File: config.mk
export PLATFORM = sky130hd
export DESIGN_NAME = stop_watch_lap
export DESIGN_NICKNAME = d
export VERILOG_FILES = /design/src/rtl/stop_watch_lap.sv
export SDC_FILE = /design/constraint.sdc
export NUM_CORES = 1
export LEC_CHECK = 0
export CAP_MARGIN = 10
export CELL_PAD_IN_SITES_DETAIL_PLACEMENT = 0
export CELL_PAD_IN_SITES_GLOBAL_PLACEMENT = 1
export CORE_UTILIZATION = 43
export CTS_CLUSTER_DIAMETER = 150
export DETAILED_ROUTE_END_ITERATION = 6
export GPL_ROUTABILITY_DRIVEN = 1
export PLACE_DENSITY = 0.86
export SETUP_SLACK_MARGIN = 0.02
export SYNTH_ARGS = -nofsm -noshare
export SYNTH_HDL_FRONTEND = slang
export SYNTH_SLANG_ARGS = --single-unit
File: constraint.sdc
create_clock -name clk -period 4.45 [get_ports clk]
set_clock_uncertainty 0.2 [all_clocks]
set_input_delay 0.6675 -clock clk [delete_from_list [all_inputs] [get_ports clk]]
set_output_delay 0.6675 -clock clk [all_outputs]
set_load 0.02 [all_outputs]
File: src/rtl/stop_watch_lap.sv
// BCD stopwatch / count-down timer with lap freeze, preload and sticky overflow.
// digits shows either the live count or the value frozen by the last lap press.
module stop_watch_lap #(
    parameter int NUM_DIGITS = 4,
    parameter int TICK_DIV   = 10_000_000,
    parameter int TW         = $clog2(TICK_DIV)
) (
    input  logic                    clk,
    input  logic                    reset,
    input  logic                    go,
    input  logic                    clr,
    input  logic                    lap,
    input  logic                    down,
    input  logic                    load,
    input  logic [4*NUM_DIGITS-1:0] load_val,
    output logic [4*NUM_DIGITS-1:0] digits,
    output logic                    running,
    output logic                    lap_active,
    output logic                    done,
    output logic                    overflow
);

    localparam int DW = 4 * NUM_DIGITS;
    localparam logic [TW-1:0] TICK_LAST = TW'(TICK_DIV - 1);

    typedef enum logic [1:0] {
        IDLE  = 2'd0,
        RUN   = 2'd1,
        PAUSE = 2'd2,
        DONE  = 2'd3
    } state_t;

    // Returns {carry_out, value + 1}; carry_out marks the all-9s wrap.
    function automatic logic [DW:0] bcd_inc(input logic [DW-1:0] v);
        logic [DW-1:0] r;
        logic          c;
        r = v;
        c = 1'b1;
        for (int k = 0; k < NUM_DIGITS; k++) begin
            if (c) begin
                if (v[4*k +: 4] >= 4'd9) begin
                    r[4*k +: 4] = 4'd0;
                end else begin
                    r[4*k +: 4] = v[4*k +: 4] + 4'd1;
                    c = 1'b0;
                end
            end else begin
                r[4*k +: 4] = v[4*k +: 4];
            end
        end
        return {c, r};
    endfunction

    function automatic logic [DW-1:0] bcd_dec(input logic [DW-1:0] v);
        logic [DW-1:0] r;
        logic          b;
        r = v;
        b = 1'b1;
        for (int k = 0; k < NUM_DIGITS; k++) begin
            if (b) begin
                if (v[4*k +: 4] == 4'd0) begin
                    r[4*k +: 4] = 4'd9;
                end else begin
                    r[4*k +: 4] = v[4*k +: 4] - 4'd1;
                    b = 1'b0;
                end
            end else begin
                r[4*k +: 4] = v[4*k +: 4];
            end
        end
        return r;
    endfunction

    function automatic logic [DW-1:0] bcd_sat(input logic [DW-1:0] v);
        logic [DW-1:0] r;
        for (int k = 0; k < NUM_DIGITS; k++) begin
            if (v[4*k +: 4] > 4'd9) begin
                r[4*k +: 4] = 4'd9;
            end else begin
                r[4*k +: 4] = v[4*k +: 4];
            end
        end
        return r;
    endfunction

    state_t        state_q, state_d;
    logic          mode_q, mode_d;
    logic [DW-1:0] count_q, count_d;
    logic [TW-1:0] tick_q, tick_d;
    logic          lap_prev_q, lap_prev_d;
    logic          lap_act_q, lap_act_d;
    logic [DW-1:0] lap_reg_q, lap_reg_d;
    logic          done_q, done_d;
    logic          ovf_q, ovf_d;

    logic          tick_s;
    logic          lap_rise_s;
    logic [DW:0]   inc_s;
    logic [DW-1:0] dec_s;

    assign tick_s     = (state_q == RUN) && (tick_q == TICK_LAST);
    assign lap_rise_s = lap & ~lap_prev_q;
    assign inc_s      = bcd_inc(count_q);
    assign dec_s      = bcd_dec(count_q);

    // Next-state: clr beats load beats run/pause logic; lap toggling runs alongside load and stepping.
    always_comb begin
        state_d    = state_q;
        mode_d     = mode_q;
        count_d    = count_q;
        tick_d     = tick_q;
        lap_prev_d = lap;
        lap_act_d  = lap_act_q;
        lap_reg_d  = lap_reg_q;
        done_d     = 1'b0;
        ovf_d      = ovf_q;
        if (clr) begin
            state_d   = IDLE;
            count_d   = '0;
            tick_d    = '0;
            lap_act_d = 1'b0;
            ovf_d     = 1'b0;
        end else begin
            // The freeze captures the pre-step count, since count_d is not involved.
            if (lap_rise_s) begin
                lap_act_d = ~lap_act_q;
                lap_reg_d = lap_act_q ? lap_reg_q : count_q;
            end else begin
                lap_act_d = lap_act_q;
            end
            if (load && (state_q != RUN)) begin
                count_d = bcd_sat(load_val);
                tick_d  = '0;
                ovf_d   = 1'b0;
                state_d = IDLE;
            end else begin
                case (state_q)
                    IDLE, PAUSE: begin
                        if (go) begin
                            state_d = RUN;
                            mode_d  = down;
                        end else begin
                            state_d = state_q;
                        end
                    end
                    RUN: begin
                        if (mode_q && (count_q == '0)) begin
                            state_d = DONE;
                            done_d  = 1'b1;
                        end else begin
                            tick_d = tick_s ? '0 : tick_q + TW'(1);
                            if (tick_s) begin
                                if (mode_q) begin
                                    count_d = dec_s;
                                end else begin
                                    count_d = inc_s[DW-1:0];
                                    ovf_d   = ovf_q | inc_s[DW];
                                end
                            end else begin
                                count_d = count_q;
                            end
                            if (tick_s && mode_q && (dec_s == '0)) begin
                                state_d = DONE;
                                done_d  = 1'b1;
                            end else if (!go) begin
                                state_d = PAUSE;
                            end else begin
                                state_d = RUN;
                            end
                        end
                    end
                    DONE: begin
                        state_d = DONE;
                    end
                    default: begin
                        state_d = IDLE;
                    end
                endcase
            end
        end
    end

    // State register with synchronous reset.
    always_ff @(posedge clk) begin
        if (reset) begin
            state_q    <= IDLE;
            mode_q     <= 1'b0;
            count_q    <= '0;
            tick_q     <= '0;
            lap_prev_q <= 1'b0;
            lap_act_q  <= 1'b0;
            lap_reg_q  <= '0;
            done_q     <= 1'b0;
            ovf_q      <= 1'b0;
        end else begin
            state_q    <= state_d;
            mode_q     <= mode_d;
            count_q    <= count_d;
            tick_q     <= tick_d;
            lap_prev_q <= lap_prev_d;
            lap_act_q  <= lap_act_d;
            lap_reg_q  <= lap_reg_d;
            done_q     <= done_d;
            ovf_q      <= ovf_d;
        end
    end

    assign digits     = lap_act_q ? lap_reg_q : count_q;
    assign running    = (state_q == RUN);
    assign lap_active = lap_act_q;
    assign done       = done_q;
    assign overflow   = ovf_q;

endmodule

Yosys cells after proc, flatten, opt, wreduce, memory -nomap -nowiden

Cells that the tools add are included.

Register bits after elaboration: 63
Bits of input ports: 23
Output and inout bits: 20
Word-level logic and storage cells: 118

$add $sub $neg: 9
Order comparisons: 8
Eq/ne operators: 7
Multiplexer cells: 44
Bitwise logic cells: 9
Reductions and logical operators: 29

Operators with widths:

| operator                                          | count |
|---|---|
| two-way mux 16 bit                                | 6 |
| two-way mux 4 bit                                 | 18 |
| logical NOT 16 bit                                | 2 |
| adder 24 x 1 -> 24 bit (second input constant)    | 1 |
| equality test 24 bit (second input constant)      | 1 |
| two-way mux 24 bit                                | 1 |
| AND reduction 4 bit                               | 5 |
| adder 4 x 1 -> 4 bit (second input constant)      | 4 |
| >= comparator 4 bit (second input constant)       | 4 |
| > comparator 4 bit (second input constant)        | 4 |
| logical NOT 4 bit                                 | 4 |
| subtractor 4 x 1 -> 4 bit (second input constant) | 4 |
| two-way mux 1 bit                                 | 14 |
| nonzero test 3 bit                                | 3 |
| two-way mux 2 bit                                 | 4 |
| inverter 1 bit                                    | 7 |
| one-hot mux 2 bit (3 select lines)                | 1 |
| logical AND 1 bit                                 | 5 |
| equality test 2 bit (second input constant)       | 2 |
| inequality test 2 bit (second input constant)     | 2 |
| AND reduction 2 bit                               | 2 |
| nonzero test 2 bit                                | 2 |
| OR reduction 2 bit                                | 2 |
| OR reduction 4 bit                                | 1 |
| other kinds (7)                                   | 7 |

Longest topological paths before layout

Gate-level depths: netlist of run 1.

Depth in word-level cells: 10
Depth in mapped cells: 10
Depth with buffers taken out: 8

Worst setup path after synthesis of run 1

OpenSTA, ideal clock, no wires.

Kind: register to register
Start point: register count_q[0]
End point: register count_q[13]
Setup time: 132 ps
Arrival: 2,193 ps
Data required time: 4,118 ps
Setup slack: 1,924 ps
Stages on the path, launching flop included: 11
Buffers on the path: 2
Clock period less this slack: 2,526 ps
Cell sequence: dfxtp_1 inv_1 ha_1 buf_4 or3b_1 buf_6 nor3_4 mux2_1 a221oi_1 or3_1 a21oi_1

Longest elaborated chain between the ends: 10
Elaborated cells between the ends (all ways): 19
Those cells by class: 1 x order compare; 1 x eq/ne; 12 x mux; 5 x reduce/logical

RTL lines:

| element                         | RTL line | text |
|---|---|---|
| from (decl)                     | 88       | `logic [DW-1:0] count_q, count_d;` |
| from (signal assigned)          | 198      | `count_q <= count_d;` |
| logical NOT 4 bit               | 61       | `if (v[4*k +: 4] == 4'd0) begin` |
| two-way mux 1 bit               | 61       |  |
| two-way mux 1 bit (2 in series) | 60       | `if (b) begin` |
| two-way mux 4 bit               | 60       |  |
| two-way mux 16 bit              | 153      | `if (mode_q) begin` |
| two-way mux 16 bit              | 152      | `if (tick_s) begin` |
| two-way mux 16 bit              | 147      | `if (mode_q && (count_q == '0)) begin` |
| two-way mux 16 bit              | 137      | `case (state_q)` |
| two-way mux 16 bit              | 131      | `if (load && (state_q != RUN)) begin` |

Parallel ways exist; a longest one is shown, timed or not. The select of a mux whose other input is x is not followed.
A chain may end at the register's enable or synchronous reset.

Worst setup path after layout of run 1

Start point: register count_q[0]
End point: register tick_q[13]

Longest elaborated chain between the ends: 4

RTL lines:

| element                       | RTL line | text |
|---|---|---|
| logical NOT 16 bit            | 147      |  |
| logical AND 1 bit             | 147      |  |
| inverter 1 bit (no line)      | --       |  |
| AND reduction 2 bit (no line) | --       |  |
| to (signal assigned)          | 199      | `tick_q <= tick_d;` |
| to (decl)                     | 89       | `logic [TW-1:0] tick_q, tick_d;` |

No other way between the ends.

==> results of run 1 <==
synth_stat cells (2+ instances only):
cell	number
o21ai_0	23
o31ai_1	2
nand4_1	5
nor4b_1	3
a311oi_1	4
nand3_1	27
o21bai_1	2
o31a_1	3
nor2b_1	7
dfxtp_1	63
nand2_1	44
nor4bb_1	2
or3b_1	7
nand3b_1	4
nor3_1	8
a211o_1	3
nor2_1	67
mux2_2	6
o21ai_1	6
o211ai_1	6
and2_1	3
buf_1	2
inv_1	18
nor4_1	4
nor3b_1	4
a31oi_1	5
and3_1	13
o221ai_1	2
o21a_1	4
clkbuf_1	19
ha_1	14
xor2_1	20
or3_1	2
a211oi_1	6
a21boi_0	2
and4_1	3
a21oi_1	23
buf_2	10
mux2i_1	22
mux2_1	2
nand2b_1	2
xnor2_1	9
o22ai_1	2
worst max-delay path by stage:
| stage | start | to | slack (ns) |
|---|---|---|---|
| final | count_q[0] | tick_q[13] | 1.10 |
| after global routing | count_q[0] | tick_q[13] | 0.70 |
| after CTS | count_q[0] | tick_q[13] | 1.13 |
| after detailed placement | count_q[0] | tick_q[13] | 1.18 |
| after global placement | reset | tick_q[13] | 1.26 |
| after floorplan | count_q[0] | count_q[13] | 1.92 |
metrics by stage:
step	power [mW]	hold WS (ns)	util [%]	area [sq um]
after floorplan	0.7560	0.2443	-	4029
after global placement	0.8228	0.2593	50.10	4454
after detailed placement	0.8245	0.2648	50.10	4454
after CTS	1.408	0.2748	52.69	4684
after global routing	1.454	0.3166	52.69	4684
final	1.397	0.2773	52.69	4684
logic make-up (layout without fill, tap and decap cells):
group | Yosys count | count (layout) | share of synthesized area [%]
simple gates | 214 | 214 | 27.70
mux | 30 | 30 | 7.702
flops | 63 | 63 | 31.30
buf+inv | 51 | 78 | 5.342
fa+ha+maj | 14 | 14 | 4.348
compound gates | 106 | 106 | 17.30
xor+xnor | 29 | 29 | 6.305
state kept, by name (all words and copies together), names as in the netlist:
| name | flops |
|---|---|
| overflow | 1 |
| lap_reg_q | 16 |
| tick_q | 24 |
| state_q | 2 |
| done | 1 |
| lap_active | 1 |
| count_q | 16 |
| mode_q | 1 |
| lap_prev_q | 1 |
layer usage:
layer	vias to the layer above	routed length [microns]	GRT usage, %
li1	1855	-	-
met1	1764	4790	27.48
met2	70	4925	37.49
met3	22	362	3.688
met4	0	321	11.25
met5	-	0	0
tightest hold or removal path, delay by kind of cell, from the launching register on:
family / cells / cell delay, ns
AO/OA/AOI/OAI: 1 / 0.05
flip-flops: 1 / 0.33
AND/OR/NAND/NOR: 1 / 0.06
power by group through the flow:
stage	Combinational [mW]	Sequential, mW	Clock, mW
global route	0.241	0.595	0.618
detailed placement	0.219	0.606	0
floorplan	0.163	0.592	0
CTS	0.220	0.592	0.595
finish	0.219	0.593	0.584
global placement	0.218	0.605	0
layout make-up:
cell class | instances | area, sq um
clock inverters | 6 | 92.59
inverters | 18 | 67.56
well taps | 108 | 135.1
fillers | 867 | 4207
flip-flops and latches | 63 | 1261
multi-input cells | 393 | 2555
clock buffers | 10 | 137.6
repair buffers | 44 | 435.4
==> impl_metrics.json, run 1 <==
{
  "status": "finished clean",
  "worst_ep_arrival_time_ns": 3.43,
  "hold_buffers": 0,
  "grt_use_total_pct": 22.27,
  "slowest_delay_ns": 0.64,
  "first_pass_iters": 5,
  "critPathTopFamily": "simple AND/OR/NAND/NOR gates",
  "cp_slowest_cell": "nand3_1",
  "power_frac_clock_pct": 41.8,
  "syn-num-nets": 544,
  "syn2layout_area_growth_pct": 16.27,
  "syn_area_per_cell_sq_um": 7.946,
  "grt_max_degree": 39,
  "end_kind": "flip-flop",
  "die_h_microns": 98.80,
  "root_buffer": "clkbuf_8",
  "cpMostUsedCell": "nand3_1",
  "synth_top_cell_by_area": "dfxtp_1",
  "dieArea_sq_mm": 0.009760,
  "slew-limit-headroom_pct": 31.40,
  "clk_pin_slew_ns": 0.08,
  "ys_ff_latch": 63,
  "routed_wl_microns": 10400,
  "grt_pass1_vias": 3627,
  "dp_hpwl_microns": 7553,
  "fmax_mhz": 298.2,
  "rows": 34,
  "diodes": 0,
  "die_x_microns": 98.80,
  "place_inst": 626,
  "synth_top_area_share_pct": 31.30,
  "synth_seq_area_share_pct": 31.30,
  "fin_ws_ns": 1.096,
  "ys_types": 67,
  "start_util_pct": 45.31,
  "drc_errors": 0,
  "p_per_area_mw_per_mm2": 298.2,
  "fin_crit_ns": 3.354,
  "setup_tns_ns": 0,
  "coreArea_sq_mm": 0.008891,
  "final-setup-viol-count": 0,
  "gp_congestion": 0.8642,
  "synth_async_sr_flop_share_pct": 0,
  "grt_setup_unrepaired": "false",
  "p_sw_mw": 0.3949,
  "worstMarginPinSlew_ns": 1.024,
  "antenna_found_initial": 0,
  "wire_per_inst_microns": 16.20,
  "cp.required_ns": 4.52,
  "p_int_mw": 1.002,
  "hold_class": "flip-flop to flip-flop",
  "numCtsBuffers": 9,
  "slew_violations": 0,
  "vias_per_cell": 5.780,
  "netlist_instances": 507,
  "hold_depth": 2,
  "finalHoldViolCount": 0,
  "worstPathMaxFanout": 22,
  "drtAntennaViolNets": 0,
  "sw_frac_of_total_pct": 28.27,
  "synth_area_sq_mm": 0.004029,
  "synth_edf_count": 0,
  "cellLeakagePower_nw": 1.698,
  "path_class": "flip-flop to flip-flop",
  "power_frac_comb_pct": 15.7,
  "start_kind": "flip-flop",
  "crit_cells": 7,
  "cts_sinks": 63,
  "fin_cells": 642,
  "final_common_cell": "nor2_1",
  "r2r_end": "tick_q[13]",
  "min-delay-start": "tick_q[1]",
  "ir_drop_mv": 0.2027,
  "via_count": 3711,
  "synth_area_leaders": "dfxtp_1 (31%), nor2_1 (6.2%), mux2i_1 (5.5%), ha_1 (4.3%), xor2_1 (4.3%)",
  "cts_tree": "built",
  "yosys_warnings": 0,
  "r2r-start": "count_q[0]",
  "place_ws_ns": 1.175,
  "period_share_pct": 75.36,
  "io_pins": 43,
  "max-cap-violations": 0,
  "fin_nets": 566,
  "crit_path_cell_trace": "inv_1 > ha_1 > nor3b_2 > nand4_1 > nand3_1 > nand3_1 > nor2_1",
  "synth_ff_type": "dfxtp_1",
  "r2r_cells": 7,
  "ctsResizeCount": 0,
  "htree_levels": 3,
  "clock_path_buffers": 2,
  "r2r_slack_ns": 1.10,
  "cp_num_buf_inv": 1,
  "cts_setup_buffers": 0,
  "clock_latency_ns": 0.36,
  "whs_endpoint": "tick_q[1]",
  "grt_pass1_wl_microns": 17160,
  "grt_overflow": 0,
  "drt_iter0_drc": 160,
  "port_buffers": 42,
  "sequentialPowerShare_pct": 42.4,
  "drive_above_1_share_pct": 6.367,
  "final_cell_mix": "nor2_1 (67), dfxtp_1 (63), nand2_1 (44)"
}
Power figures use the tool's default switching activity.
==> run 2: changes to the inputs <==
--- a/config.mk
+++ b/config.mk
@@ -8,11 +8,11 @@
 export CAP_MARGIN = 10
 export CELL_PAD_IN_SITES_DETAIL_PLACEMENT = 0
 export CELL_PAD_IN_SITES_GLOBAL_PLACEMENT = 1
-export CORE_UTILIZATION = 43
+export CORE_UTILIZATION = 38
 export CTS_CLUSTER_DIAMETER = 150
 export DETAILED_ROUTE_END_ITERATION = 6
 export GPL_ROUTABILITY_DRIVEN = 1
-export PLACE_DENSITY = 0.86
+export PLACE_DENSITY = 0.81
 export SETUP_SLACK_MARGIN = 0.02
 export SYNTH_ARGS = -nofsm -noshare
 export SYNTH_HDL_FRONTEND = slang
==> constraint.sdc (replaced) <==
create_clock -name clk -period 3 [get_ports clk]
set_clock_uncertainty 0.2 [all_clocks]
set_input_delay 0.45 -clock clk [delete_from_list [all_inputs] [get_ports clk]]
set_output_delay 0.45 -clock clk [all_outputs]
set_load 0.02 [all_outputs]
==> run 2 against run 1 <==
  * Critical path depth is 2 higher
  * Final cell count is 7.3% higher
  * Combinational power up 67%
  * Global-route usage decreased by 1.6 points
  * Sequential share of layout area fell by 0.92 points
==> impl_metrics.json, run 2 (synthesis results as in run 1) <==
{
  "ir_drop_mv": 0.2191,
  "cpMostUsedCell": "and3_1",
  "worstPathMaxFanout": 8,
  "cts_setup_buffers": 0,
  "place_ws_ns": 0.2186,
  "fmax_mhz": 355.2,
  "wire_per_inst_microns": 15.77,
  "grt_max_degree": 31,
  "fin_cells": 689,
  "max-cap-violations": 0,
  "cp-startpoint": "count_q[4]",
  "clock_path_buffers": 2,
  "fin_ws_ns": 0.1847,
  "dp_hpwl_microns": 8040,
  "power_frac_clock_pct": 37.4,
  "fin_crit_ns": 2.815,
  "diodes": 0,
  "start_kind": "flip-flop",
  "vias_per_cell": 5.441,
  "worstMarginPinSlew_ns": 0.6282,
  "port_buffers": 42,
  "drc_errors": 0,
  "fin_nets": 585,
  "cts_tree": "built",
  "r2r_cells": 9,
  "root_buffer": "clkbuf_8",
  "setup_tns_ns": 0,
  "syn2layout_area_growth_pct": 20.37,
  "fillers": 1026,
  "crit_path_cell_trace": "inv_1 > ha_2 > or3b_1 > nor3_4 > and3_1 > o211ai_1 > o31ai_1 > buf_4 > and3_1",
  "r2r-start": "count_q[4]",
  "sequentialPowerShare_pct": 44.2,
  "slowest_delay_ns": 0.46,
  "period_share_pct": 93.84,
  "clock_latency_ns": 0.34,
  "grt_overflow": 0,
  "crit_cells": 9,
  "cts_sinks": 63,
  "gp_congestion": 0.9266,
  "multi_input_comb_area_sq_mm": 0.002576,
  "drtAntennaViolNets": 0,
  "grt_use_total_pct": 20.62,
  "p_per_area_mw_per_mm2": 408.1,
  "drt_iter0_drc": 282,
  "rows": 37,
  "cp.required_ns": 3.09,
  "power_frac_comb_pct": 18.4,
  "htree_levels": 3,
  "grt_pass1_wl_microns": 18030,
  "final_area_sq_mm": 0.004850,
  "first_pass_iters": 5,
  "cellLeakagePower_nw": 1.780,
  "slew-limit-headroom_pct": 58.12,
  "cp_slowest_cell": "or3b_1",
  "via_count": 3749,
  "final_common_cell": "nor2_1",
  "io_pins": 43,
  "routed_wl_microns": 10870,
  "reg_top3": "tick_q: 24 flops, count_q: 16 flops, lap_reg_q: 16 flops",
  "min-delay-start": "tick_q[1]",
  "numCtsBuffers": 9,
  "grt_pass1_vias": 3607,
  "worst_ep_arrival_time_ns": 2.90,
  "die_h_microns": 105.0,
  "critPathTopFamily": "simple AND/OR/NAND/NOR gates",
  "final-setup-viol-count": 0,
  "grt_setup_unrepaired": "false",
  "regArea_sq_mm": 0.001261,
  "cp_num_buf_inv": 2,
  "hold_class": "flip-flop to flip-flop",
  "status": "finished clean",
  "clk_pin_slew_ns": 0.07,
  "drive_above_1_share_pct": 10.13,
  "dieArea_sq_mm": 0.01102,
  "sw_frac_of_total_pct": 29.25,
  "final_cell_mix": "nor2_1 (67), dfxtp_1 (63), nand2_1 (44)",
  "hold_depth": 2,
  "antenna_found_initial": 0,
  "slew_violations": 0,
  "dpl_cell_area_sq_mm": 0.004632,
  "p_int_mw": 1.400,
  "regMostFlops": "tick_q",
  "start_util_pct": 39.03,
  "end_kind": "flip-flop",
  "largest_reg_flops": 24,
  "die_x_microns": 105.0,
  "p_sw_mw": 0.5789,
  "finalHoldViolCount": 0,
  "power.total_mw": 1.979,
  "coreArea_sq_mm": 0.01032,
  "path_class": "flip-flop to flip-flop",
  "place_inst": 673
}
-- run 2: cell count changes in the layout (fill, tap and decap cells not counted), moves of 2 or more --
cell	before	now
clkinv_2	0	2
buf_4	2	21
ha_2	0	3
ha_1	14	11
-- run 2: metal layers --
metal	GRT usage, %	part of all wire, %	vias to the layer above
met5	0	0	-
met4	5.131	0.82	0
met3	4.616	5.1	8
met2	35.34	48	98
met1	26.10	46	1755
li1	-	-	1888
-- run 2: power by group through the flow --
| stage | sequential, mW | combinational (mW) | clock (mW) |
|---|---|---|---|
| floorplan | 0.879 | 0.243 | 0 |
| global placement | 0.892 | 0.358 | 0 |
| detailed placement | 0.893 | 0.358 | 0 |
| CTS | 0.873 | 0.360 | 0.770 |
| global route | 0.877 | 0.400 | 0.801 |
| finish | 0.874 | 0.365 | 0.740 |
-- run 2: worst min-delay path: stages, from the launching register on --
cell	delay, ns
dfxtp_1	0.33
nand2_1	0.06
a21oi_1	0.05
-- run 2: repair_timing --
| item | CTS | global route |
|---|---|---|
| endpoints found under the hold margin | 0 | 0 |
| hold buffers | 0 | 0 |
| resized for setup | 0 | 5 |
| endpoints found under the setup margin | 0 | 5 |
-- run 2: cell type report --
| cell class | count | area share (%) |
|---|---|---|
| inverter | 18 | 1.393 |
| multi-input combinational | 393 | 53.12 |
| sequential | 63 | 26.01 |
| tap | 136 | 3.509 |
| timing repair buffer | 63 | 11.92 |
| clock inverter | 7 | 1.496 |
| clock buffer | 9 | 2.554 |
-- run 2: worst paths after layout --
path                                   to  slack (ns)
worst min register to register  tick_q[1]        0.29
worst min-delay path            tick_q[1]        0.29
worst max-delay path                 done        0.18
worst max register to register       done        0.18
-- run 2: per-stage QoR --
stage                     util (%)  hold WS [ns]
after floorplan                  -        0.2443
after CTS                    46.77        0.2931
after detailed placement     44.87        0.2757
after global placement       44.87        0.2583
final                        46.98        0.2891
after global routing         46.98        0.3329
==> run 3: changes to the inputs <==
--- a/config.mk
+++ b/config.mk
@@ -8,11 +8,11 @@
 export CAP_MARGIN = 10
 export CELL_PAD_IN_SITES_DETAIL_PLACEMENT = 0
 export CELL_PAD_IN_SITES_GLOBAL_PLACEMENT = 1
-export CORE_UTILIZATION = 38
+export CORE_UTILIZATION = 43
 export CTS_CLUSTER_DIAMETER = 150
 export DETAILED_ROUTE_END_ITERATION = 6
 export GPL_ROUTABILITY_DRIVEN = 1
-export PLACE_DENSITY = 0.81
+export PLACE_DENSITY = 0.86
 export SETUP_SLACK_MARGIN = 0.02
 export SYNTH_ARGS = -nofsm -noshare
 export SYNTH_HDL_FRONTEND = slang
==> constraint.sdc (replaced) <==
create_clock -name clk -period 3.2 [get_ports clk]
set_clock_uncertainty 0.2 [all_clocks]
set_input_delay 0.48 -clock clk [delete_from_list [all_inputs] [get_ports clk]]
set_output_delay 0.48 -clock clk [all_outputs]
set_load 0.02 [all_outputs]
==> run 3 against run 2 <==
  * Sequential share of layout area up 0.34 points
  * Via count grew 1.1%
  * Non-clock buffer count decreased by 5
==> impl_metrics.json, run 3 (synthesis results as in run 1) <==
{
  "power_frac_comb_pct": 16.9,
  "slew_violations": 0,
  "cp.required_ns": 3.29,
  "first_pass_iters": 5,
  "status": "finished clean",
  "drc_errors": 0,
  "syn2layout_area_growth_pct": 18.82,
  "final-setup-viol-count": 0,
  "port_buffers": 42,
  "largest_reg_flops": 24,
  "clk_pin_slew_ns": 0.08,
  "max-cap-violations": 0,
  "gp_congestion": 0.8779,
  "drt_iter0_drc": 210,
  "fmax_mhz": 340.6,
  "antenna_found_initial": 0,
  "sequentialPowerShare_pct": 41.7,
  "cts_tree": "built",
  "dieArea_sq_mm": 0.009760,
  "path_class": "flip-flop to flip-flop",
  "end_kind": "flip-flop",
  "clock_latency_ns": 0.34,
  "final_common_cell": "nor2_1",
  "sw_frac_of_total_pct": 28.35,
  "power_frac_clock_pct": 41.4,
  "io_pins": 43,
  "fin_crit_ns": 2.936,
  "via_count": 3792,
  "hold_class": "flip-flop to flip-flop",
  "routed_wl_microns": 10760,
  "dp_hpwl_microns": 7708,
  "worstPathMaxFanout": 8,
  "finalHoldViolCount": 0,
  "cts_sinks": 63,
  "grt_setup_unrepaired": "false",
  "hold_buffers": 0,
  "die_x_microns": 98.80,
  "ctsResizeCount": 0,
  "drtAntennaViolNets": 0,
  "root_buffer": "clkbuf_8",
  "wire_per_inst_microns": 16.41,
  "coreArea_sq_mm": 0.008891,
  "p_sw_mw": 0.5565,
  "regMostFlops": "tick_q",
  "fin_nets": 580,
  "fin_cells": 656,
  "p_per_area_mw_per_mm2": 410.0,
  "rows": 34,
  "setup_tns_ns": 0,
  "multi_input_comb_area_sq_mm": 0.002555,
  "grt_overflow": 0,
  "reg_top3": "tick_q: 24 flops, count_q: 16 flops, lap_reg_q: 16 flops",
  "cts_setup_buffers": 0,
  "place_inst": 640,
  "vias_per_cell": 5.780,
  "grt_use_total_pct": 22.88,
  "slew-limit-headroom_pct": 59.54,
  "numCtsBuffers": 9,
  "cellLeakagePower_nw": 1.772,
  "grt_pass1_vias": 3622,
  "period_share_pct": 91.74,
  "clock_path_buffers": 2,
  "grt_max_degree": 38,
  "regArea_sq_mm": 0.001261,
  "ir_drop_mv": 0.2234,
  "start_kind": "flip-flop",
  "drive_above_1_share_pct": 8.759,
  "die_h_microns": 98.80,
  "diodes": 0,
  "worst_ep_arrival_time_ns": 3.02,
  "worstMarginPinSlew_ns": 0.6014,
  "grt_pass1_wl_microns": 17800,
  "final_cell_mix": "nor2_1 (67), dfxtp_1 (63), nand2_1 (44)",
  "start_util_pct": 45.31,
  "fillers": 832,
  "p_int_mw": 1.406,
  "htree_levels": 3
}
[run 3: critical path, stage by stage (launching register included)]
cell and delay, ns:
dfxtp_1 0.37, inv_1 0.17, ha_1 0.34, nor3b_4 0.38, nand2_1 0.21, a2111oi_0 0.42
o22ai_1 0.19, o31ai_1 0.39, and3_1 0.21
[run 3: final cells by class]
| cell class | count | area share, % |
|---|---|---|
| Clock buffer | 10 | 2.875 |
| Clock inverter | 6 | 1.882 |
| Inverter | 18 | 1.411 |
| Multi-Input combinational cell | 393 | 53.37 |
| Sequential cell | 63 | 26.35 |
| Tap cell | 108 | 2.823 |
| Timing Repair Buffer | 58 | 11.29 |
[run 3: path summary, 6_finish.rpt]
| check | start | to | slack (ns) | cells past startpoint |
|---|---|---|---|---|
| max | count_q[4] | done | 0.26 | 8 |
| min | tick_q[1] | tick_q[1] | 0.28 | 2 |
| max reg2reg | count_q[4] | done | 0.26 | 8 |
| min reg2reg | tick_q[1] | tick_q[1] | 0.28 | 2 |
[run 3: power by group through the flow]
stage	clock network (mW)	logic, mW	registers (mW)
after floorplan	0	0.227	0.824
after global placement	0	0.324	0.836
after detailed placement	0	0.327	0.836
after CTS	0.824	0.329	0.818
after global routing	0.857	0.364	0.821
final	0.813	0.331	0.818
[run 3: through the flow]
stage | hold WS (ns) | cell area, sq um | utilization [%] | worst slack, ns | total power, mW
after floorplan | 0.2443 | 4029 | - | 0.6743 | 1.051
after global placement | 0.2600 | 4559 | 51.28 | 0.4680 | 1.160
after detailed placement | 0.2685 | 4559 | 51.28 | 0.3523 | 1.163
after CTS | 0.2789 | 4787 | 53.84 | 0.3070 | 1.971
after global routing | 0.3161 | 4787 | 53.84 | 0.04848 | 2.042
final | 0.2812 | 4787 | 53.84 | 0.2644 | 1.963
[run 3: per-layer routing]
metal | wire [microns] | part of all wire, % | vias to the layer above | global-route usage [%]
met5 | 0 | 0 | - | 0
met4 | 201 | 1.9 | 0 | 8.840
met3 | 567 | 5.3 | 16 | 4.823
met2 | 5094 | 47 | 107 | 38.68
met1 | 4900 | 46 | 1785 | 28.51
li1 | - | - | 1884 | -
